--- config.mk ---
export PLATFORM = sky130hd
export DESIGN_NAME = result_collector
export DESIGN_NICKNAME = d
export VERILOG_FILES = /design/src/rtl/result_collector.sv
export SDC_FILE = /design/constraint.sdc
export NUM_CORES = 1
export LEC_CHECK = 0
export CORE_UTILIZATION = 47
export CTS_CLUSTER_DIAMETER = 120
export CTS_CLUSTER_SIZE = 8
export DETAILED_ROUTE_END_ITERATION = 12
export HOLD_SLACK_MARGIN = 0.08
export PLACE_DENSITY = 0.76
export SLEW_MARGIN = 20
export SYNTH_ARGS = -nofsm -noshare
export SYNTH_HDL_FRONTEND = slang
export SYNTH_SLANG_ARGS = --single-unit
--- constraint.sdc ---
create_clock -name clk -period 4.6 [get_ports clk]
set_input_delay 0.46 -clock clk [delete_from_list [all_inputs] [get_ports clk]]
set_output_delay 0.46 -clock clk [all_outputs]
set_load 0.02 [all_outputs]
--- src/rtl/result_collector.sv ---
// result_collector
//   Serializes PE-array results into 32-bit writes to the result batch buffer.
//   Each accepted result becomes WORDS = RES_WIDTH/32 consecutive writes,
//   most-significant word first. A batch closes on result_last, or when the
//   buffer's last address is written. The unused tail is then zero-padded,
//   the collector idles 2 cycles, pulses task_done and waits for the
//   downstream buffer to drain (a Full rise then fall) before the next batch.
//
//   Optional feature macro: RESULT_COLLECTOR_PAD_FULL_EN
//     defined   : pad zeros through the last buffer address
//     undefined : pad zeros only to the end of the current 16-word line
//
// Ports
//   clk, reset          core clock, asynchronous active-high reset
//   result_valid/data/last, result_ready   PE result handshake
//   Full                downstream buffer draining
//   WrEn, WrAddr, WrDin registered buffer word write
//   task_done           one-cycle batch-complete pulse
//   batch_count         result count of the last closed batch
module result_collector #(
  parameter int RBB_WR_ADDR_WIDTH = 12,
  parameter int RBB_WR_DATA_WIDTH = 32,
  parameter int RES_WIDTH         = 64
) (
  input  logic                         clk,
  input  logic                         reset,
  input  logic                         result_valid,
  input  logic [RES_WIDTH-1:0]         result_data,
  input  logic                         result_last,
  output logic                         result_ready,
  input  logic                         Full,
  output logic                         WrEn,
  output logic [RBB_WR_ADDR_WIDTH-1:0] WrAddr,
  output logic [RBB_WR_DATA_WIDTH-1:0] WrDin,
  output logic                         task_done,
  output logic [RBB_WR_ADDR_WIDTH:0]   batch_count
);

  localparam int AW    = RBB_WR_ADDR_WIDTH;
  localparam int DW    = RBB_WR_DATA_WIDTH;
  localparam int WORDS = RES_WIDTH / DW;
  localparam int CW    = $clog2(WORDS + 1);

  localparam logic [AW:0]   CAP     = (AW+1)'(1) << AW;
  localparam logic [AW:0]   WORDS_A = (AW+1)'(WORDS);
  localparam logic [CW-1:0] WORDS_C = CW'(WORDS);

  localparam logic [2:0] S_IDLE    = 3'd0;
  localparam logic [2:0] S_COLLECT = 3'd1;
  localparam logic [2:0] S_PAD     = 3'd2;
  localparam logic [2:0] S_GAP     = 3'd3;
  localparam logic [2:0] S_DONE    = 3'd4;
  localparam logic [2:0] S_DRAIN   = 3'd5;

  logic [2:0]           state_q, state_d;
  logic [RES_WIDTH-1:0] sr_q, sr_d;          // serializer shift register
  logic [CW-1:0]        cnt_q, cnt_d;        // words still to emit
  logic [AW-1:0]        addr_q, addr_d;      // next write address
  logic [AW:0]          alloc_q, alloc_d;    // words already claimed by accepts
  logic [AW:0]          nres_q, nres_d;      // accepted results this batch
  logic                 close_q, close_d;    // batch closes after serializer drains
  logic                 gap_q, gap_d;
  logic                 seen_full_q, seen_full_d;
  logic                 wr_en_q, wr_en_d;
  logic [AW-1:0]        wr_addr_q, wr_addr_d;
  logic [DW-1:0]        wr_din_q, wr_din_d;
  logic                 done_q, done_d;
  logic [AW:0]          bcnt_q, bcnt_d;

  logic pad_end;
  logic xfer;

`ifdef RESULT_COLLECTOR_PAD_FULL_EN
  assign pad_end = &addr_q;
`else
  assign pad_end = &addr_q[3:0];
`endif

  // A new result may load while the serializer emits its final word,
  // so back-to-back results stream without a bubble.
  assign result_ready = (state_q == S_COLLECT) && !close_q && (cnt_q <= CW'(1));
  assign xfer         = result_valid && result_ready;

  always_comb begin
    state_d     = state_q;
    sr_d        = sr_q;
    cnt_d       = cnt_q;
    addr_d      = addr_q;
    alloc_d     = alloc_q;
    nres_d      = nres_q;
    close_d     = close_q;
    gap_d       = gap_q;
    seen_full_d = seen_full_q;
    wr_en_d     = 1'b0;
    wr_addr_d   = wr_addr_q;
    wr_din_d    = '0;
    done_d      = 1'b0;
    bcnt_d      = bcnt_q;
    case (state_q)
      S_IDLE: begin
        addr_d      = '0;
        alloc_d     = '0;
        nres_d      = '0;
        close_d     = 1'b0;
        seen_full_d = 1'b0;
        if (!Full) state_d = S_COLLECT;
      end
      S_COLLECT: begin
        if (cnt_q != '0) begin
          wr_en_d   = 1'b1;
          wr_addr_d = addr_q;
          wr_din_d  = sr_q[RES_WIDTH-1 -: DW];
          sr_d      = sr_q << DW;
          cnt_d     = cnt_q - CW'(1);
          addr_d    = addr_q + AW'(1);
          // Final word of the closing result: skip PAD if it lands on the pad end.
          if (cnt_q == CW'(1) && close_q) begin
            state_d = pad_end ? S_GAP : S_PAD;
            gap_d   = 1'b0;
          end
        end
        if (xfer) begin
          sr_d    = result_data;
          cnt_d   = WORDS_C;
          nres_d  = nres_q + (AW+1)'(1);
          alloc_d = alloc_q + WORDS_A;
          // A result whose last word fills the buffer closes the batch as if last.
          if (result_last || (alloc_q + WORDS_A == CAP)) close_d = 1'b1;
        end
      end
      S_PAD: begin
        wr_en_d   = 1'b1;
        wr_addr_d = addr_q;
        addr_d    = addr_q + AW'(1);
        if (pad_end) begin
          state_d = S_GAP;
          gap_d   = 1'b0;
        end
      end
      S_GAP: begin
        gap_d = 1'b1;
        if (gap_q) state_d = S_DONE;
      end
      S_DONE: begin
        done_d  = 1'b1;
        bcnt_d  = nres_q;
        state_d = S_DRAIN;
      end
      S_DRAIN: begin
        if (Full) seen_full_d = 1'b1;
        if (seen_full_q && !Full) state_d = S_IDLE;
      end
      default: state_d = S_IDLE;
    endcase
  end

  always_ff @(posedge clk or posedge reset) begin
    if (reset) begin
      state_q     <= S_IDLE;
      sr_q        <= '0;
      cnt_q       <= '0;
      addr_q      <= '0;
      alloc_q     <= '0;
      nres_q      <= '0;
      close_q     <= 1'b0;
      gap_q       <= 1'b0;
      seen_full_q <= 1'b0;
      wr_en_q     <= 1'b0;
      wr_addr_q   <= '0;
      wr_din_q    <= '0;
      done_q      <= 1'b0;
      bcnt_q      <= '0;
    end else begin
      state_q     <= state_d;
      sr_q        <= sr_d;
      cnt_q       <= cnt_d;
      addr_q      <= addr_d;
      alloc_q     <= alloc_d;
      nres_q      <= nres_d;
      close_q     <= close_d;
      gap_q       <= gap_d;
      seen_full_q <= seen_full_d;
      wr_en_q     <= wr_en_d;
      wr_addr_q   <= wr_addr_d;
      wr_din_q    <= wr_din_d;
      done_q      <= done_d;
      bcnt_q      <= bcnt_d;
    end
  end

  assign WrEn        = wr_en_q;
  assign WrAddr      = wr_addr_q;
  assign WrDin       = wr_din_q;
  assign task_done   = done_q;
  assign batch_count = bcnt_q;

endmodule

* Word-level counts from Yosys, hierarchy flattened
Cells that the tools add are included.
** Word-level totals
- Register bits after elaboration :: 169
- Bits of input ports :: 69
- Output and inout bits :: 60
- Word-level logic and storage cells :: 94
** Operators by class
- $add $sub $neg :: 4
- Magnitude comparators :: 1
- Eq/ne operators :: 16
- Muxes and demuxes :: 34
- Reduce and logical (&&, ||, !) cells :: 25
** Operators with widths (number)
- $mux W64 :: 2
- $mux W32 :: 2
- $pmux W13 S2 :: 2
- $pmux W12 S3 :: 1
- $mux W13 :: 2
- $mux W12 :: 2
- $pmux W12 S2 :: 1
- $mux W3 :: 6
- $pmux W3 S6 :: 1
- $add A13 B1 Y13 const B :: 1
- $add A13 B2 Y13 const B :: 1
- $eq A13 B13 Y1 const B :: 1
- $add A12 B1 Y12 const B :: 1
- $ne A2 B2 Y1 const B :: 6
- $reduce_and A2 Y1 :: 5
- $reduce_bool A2 Y1 :: 5
- $mux W1 :: 9
- $reduce_and A4 Y1 :: 2
- $eq A3 B2 Y1 const B :: 2
- $eq A3 B3 Y1 const B :: 2
- $ne A2 B1 Y1 const B :: 3
- $pmux W1 S2 :: 3
- $reduce_and A6 Y1 :: 1
- $reduce_bool A3 Y1 :: 2
- other kinds (11) :: 17

* Depth between registers and ports, before layout
- Depth in word-level cells :: 6
- Depth in mapped cells :: 8

* Worst setup path before layout
No wires, ideal clock.
- Path kind :: register to output
- Start point :: reg state_q[2]
- End point :: out result_ready
- Data arrival time :: 1387 ps
- Required time :: 4140 ps
- Setup slack :: 2753 ps
- Stages on the path, launching flop included :: 5
- Buffers on the path :: 2
- Cell sequence :: dfrtp_1 > buf_6 > nor3b_4 > clkbuf_1 > and3_1
** Between the ends
- Longest elaborated chain between the ends :: 3
** Ends and longest elaborated chain
- start, declared :: line 55 : logic [2:0] state_q, state_d;
- start signal, assigned :: line 174 : state_q <= state_d;
- $eq A3 B1 Y1 :: line 81 : assign result_ready = (state_q == S_COLLECT) && !close_q && (cnt_q <= CW'(1));
- $logic_and A1 B1 Y1 (2 in series) :: line 81
- end, declared :: line 30 : output logic result_ready,
No other way between the ends.

* Worst setup path after layout
- Start point :: reg state_q[0]
- End point :: out result_ready
The elaborated chain is that of the path after synthesis.

==> run summary <==
Run status = finished, violations left
Violated checks = design-rule violations
Reported leakage power = 0.00431 uW
Routed wirelength normalized by instance count = 16.1 microns
Buffers added on ports = 128
Crit path arrival time = 2560 ps
Standard-cell row count = 44
Actual slew at the worst max-slew pin = 991 ps
Total wire length after detailed routing = 16500 microns
Clk slew on worst S/H paths = 60 ps
Post-route DRC = 9
# nets final = 901
Worst IR drop on VDD = 0.318 mV
Initial antenna violation count = 0
TritonCTS Sinks = 168
Flip-flop and latch count after synthesis = 168
Critical hold path startpoint = sr_q[22]
Post-CTS setup buffer count = 0
Power per unit of standard cell area = 620 nW/um^2
Fillcell total = 1138
Net Sw Frac = 0.359
Crit Reg-Reg Startpoint = state_q[0]
Portion of total power attributed to the clock network = 0.265
Total routing usage reported by global routing = 0.217
Diodes inserted = 0
Fin util = 0.627
Violation count after the first detailed-route iteration = 479
Count of warnings emitted by yosys = 0
Die height = 126 microns
Buffer levels on the longest clock path = 2
Total congestion overflow after global routing = 0
Hold violation count in the final report = 0
Total nets after synthesis = 789
Routed Antenna Nets = 0
Portion of total power attributed to sequential cells = 0.386
Reg2reg setup slack = 1850 ps
Worst hold path type = register to register
Worst-skew pair later-pin latency = 430 ps
Area of the die = 15800 sq um
Number of distinct library cells after synthesis = 43
Global-route wire length before repair = 27100 microns
First-pass detailed-route iteration total = 9
Netlist Area Pre-Place = 7170 sq um
Number of CTS-inserted buffers = 17
Synth Area per Inst = 10.0 sq um
Hold Path Stages = 2
Via density per instance = 5.48
FFs w/ async S/R, synth = 1.00
Category of the worst setup path capture point = output port
Number of failing setup endpoints in the final timing report = 0
Cell area after layout = 9220 sq um
Placer Congestion = 0.843
Number of max-slew violations in the final report = 0
Worst min-delay path endpoint = sr_q[22]
H-tree lvl count = 4
Sequential share of the synthesized area = 0.586
Maximum clock skew at final layout = 7.72 ps
Logic depth of the worst register-to-register path = 6
Mapped Cells = 715
NetSw = 2050 uW
Top flip-flop cell by instance count after synthesis = sky130_fd_sc_hd__dfrtp_1
Worst path setup slack after routing = 1580 ps
Via count = 5615
CTS tree = yes
Worst EP required = 4140 ps
Crit Path Category = register to output port
I/O pins = 129
Post-synthesis to final-layout area growth = 28.5%
Via count of the first global-routing pass = 5472
Unrepaired setup endpoints after global routing = false
Internal cell power = 3660 uW
Post-CTS Hold Buffers = 0
Worst reg2reg endpoint = nres_q[4]
Maximum fanout along the worst path = 36
Half-perimeter wire length after detailed placement = 10600 microns
Clock root buffer = sky130_fd_sc_hd__clkbuf_16
Max-cap violation count = 0
Fraction of power consumed by combinational cells = 0.349
Post_cts resized = 0
Core Region = 14700 sq um
Largest net degree at the start of global routing = 169
Die W = 126 microns
Initial Utilization = 0.488
Final-layout setup total negative slack = 0 ps
Pre-CTS worst setup slack = 1820 ps
Crit start category = register
Total cell area at the placement stage = 8580 sq um
Share of post-route cells with drive strength above 1 = 0.0857
Clock period minus worst slack = 3020 ps
Period Utilization, post-route = 0.656
Number of enable-type register cells in the synthesized netlist = 0
Slew Limit Headroom = 0.336
Total power = 5720 uW
Max Fclk = 331 MHz
## layer usage
| layer | up-vias | track usage | share of wire |
|---|---|---|---|
| li1 | 2679 | - | - |
| met1 | 2732 | 0.280 | 0.44 |
| met2 | 176 | 0.360 | 0.49 |
| met3 | 28 | 0.0432 | 0.049 |
| met4 | 0 | 0.0854 | 0.022 |
| met5 | - | 0 | 0 |
## power groups by stage
stage          logic (uW)  registers, uW  clock network [uW]
2_1_floorplan        1260           2290                   0
5_1_grt              2200           2260                1590
4_1_cts              2010           2200                1530
6_report             2000           2210                1510
3_3_place_gp         1910           2200                   0
3_5_place_dp         1990           2220                   0
## logic make-up after synthesis
family | share of synthesized area
compound gates | 0.0846
fa+ha+maj | 0.00872
simple gates | 0.221
mux | 0.0434
flops | 0.586
buf+inv | 0.0312
xor+xnor | 0.0244
## worst max-delay path by stage
stage / startpoint / end / slack [ps] / cells after the start
after global routing: state_q[0] / result_ready / 1470 / 4
after detailed placement: result_valid / sr_q[32] / 1820 / 5
after CTS: state_q[0] / result_ready / 1570 / 4
after global placement: result_valid / sr_q[8] / 1900 / 5
final: state_q[0] / result_ready / 1580 / 4
after floorplan: reset / WrAddr[0] / 2000 / 1
## registers in the layout (all words and copies together) (netlist names), 3 cells and up
name         flops
alloc_q         12
nres_q          13
sr_q            64
batch_count     13
WrAddr          12
addr_q          12
WrDin           32
state_q          3
## cells in the final DEF, fill, tap and decap left out, types with 4 or more instances in the layout
cell type                         count
sky130_fd_sc_hd__nand4_1              8
sky130_fd_sc_hd__inv_1               10
sky130_fd_sc_hd__dfrtp_1            168
sky130_fd_sc_hd__nor3b_1              4
sky130_fd_sc_hd__and3_1              41
sky130_fd_sc_hd__nand3_1             44
sky130_fd_sc_hd__nand2_1            159
sky130_fd_sc_hd__clkinvlp_4           5
sky130_fd_sc_hd__clkbuf_16           17
sky130_fd_sc_hd__xor2_1               8
sky130_fd_sc_hd__buf_4                6
sky130_fd_sc_hd__o31ai_1              5
sky130_fd_sc_hd__nor3_1               6
sky130_fd_sc_hd__xnor2_1             12
sky130_fd_sc_hd__a21oi_1             10
sky130_fd_sc_hd__o21ai_0             29
sky130_fd_sc_hd__a31oi_1             38
sky130_fd_sc_hd__bufinv_16            4
sky130_fd_sc_hd__clkdlybuf4s50_1    128
sky130_fd_sc_hd__mux2_2              25
sky130_fd_sc_hd__nor2_1              64
sky130_fd_sc_hd__ha_1                 5
## synth_stat cells, types with 4 or more instances
| cell type | n | area [sq um] |
|---|---|---|
| sky130_fd_sc_hd__xnor2_1 | 12 | 105 |
| sky130_fd_sc_hd__nand3_1 | 44 | 220 |
| sky130_fd_sc_hd__o21ai_0 | 29 | 145 |
| sky130_fd_sc_hd__nand4_1 | 8 | 50.1 |
| sky130_fd_sc_hd__dfrtp_1 | 168 | 4200 |
| sky130_fd_sc_hd__inv_1 | 11 | 41.3 |
| sky130_fd_sc_hd__nor3_1 | 7 | 35.0 |
| sky130_fd_sc_hd__a31oi_1 | 38 | 238 |
| sky130_fd_sc_hd__nor2_1 | 65 | 244 |
| sky130_fd_sc_hd__ha_1 | 5 | 62.6 |
| sky130_fd_sc_hd__nor3b_1 | 4 | 30.0 |
| sky130_fd_sc_hd__buf_2 | 14 | 70.1 |
| sky130_fd_sc_hd__mux2_2 | 25 | 282 |
| sky130_fd_sc_hd__clkbuf_1 | 26 | 97.6 |
| sky130_fd_sc_hd__o31ai_1 | 5 | 37.5 |
| sky130_fd_sc_hd__and3_1 | 41 | 257 |
| sky130_fd_sc_hd__and4_1 | 4 | 35.0 |
| sky130_fd_sc_hd__nand2_1 | 160 | 601 |
| sky130_fd_sc_hd__a21oi_1 | 10 | 50.1 |
| sky130_fd_sc_hd__xor2_1 | 8 | 70.1 |
## worst max-delay path, cell delays in order, from the launching register on
cell and delay, ps:
sky130_fd_sc_hd__dfrtp_1 580, sky130_fd_sc_hd__nor3b_4 320, sky130_fd_sc_hd__buf_4 380, sky130_fd_sc_hd__and3_1 240, sky130_fd_sc_hd__clkdlybuf4s50_1 610
## layout make-up
| class | instances | area [sq um] | area share |
|---|---|---|---|
| Tap cell | 184 | 230 | 0.0250 |
| Clock buffer | 22 | 464 | 0.0504 |
| Sequential cell | 168 | 4200 | 0.456 |
| Clock inverter | 10 | 168 | 0.0182 |
| Timing Repair Buffer | 135 | 1350 | 0.146 |
| Inverter | 11 | 45.0 | 0.00489 |
| Multi-Input combinational cell | 494 | 2760 | 0.299 |
## through the flow
step	hold WS, ps	std cells
6_report	504	1024
5_1_grt	524	1024
4_1_cts	503	1024
3_5_place_dp	486	992
3_3_place_gp	480	992
2_1_floorplan	466	715
Power figures use the tool's default switching activity.
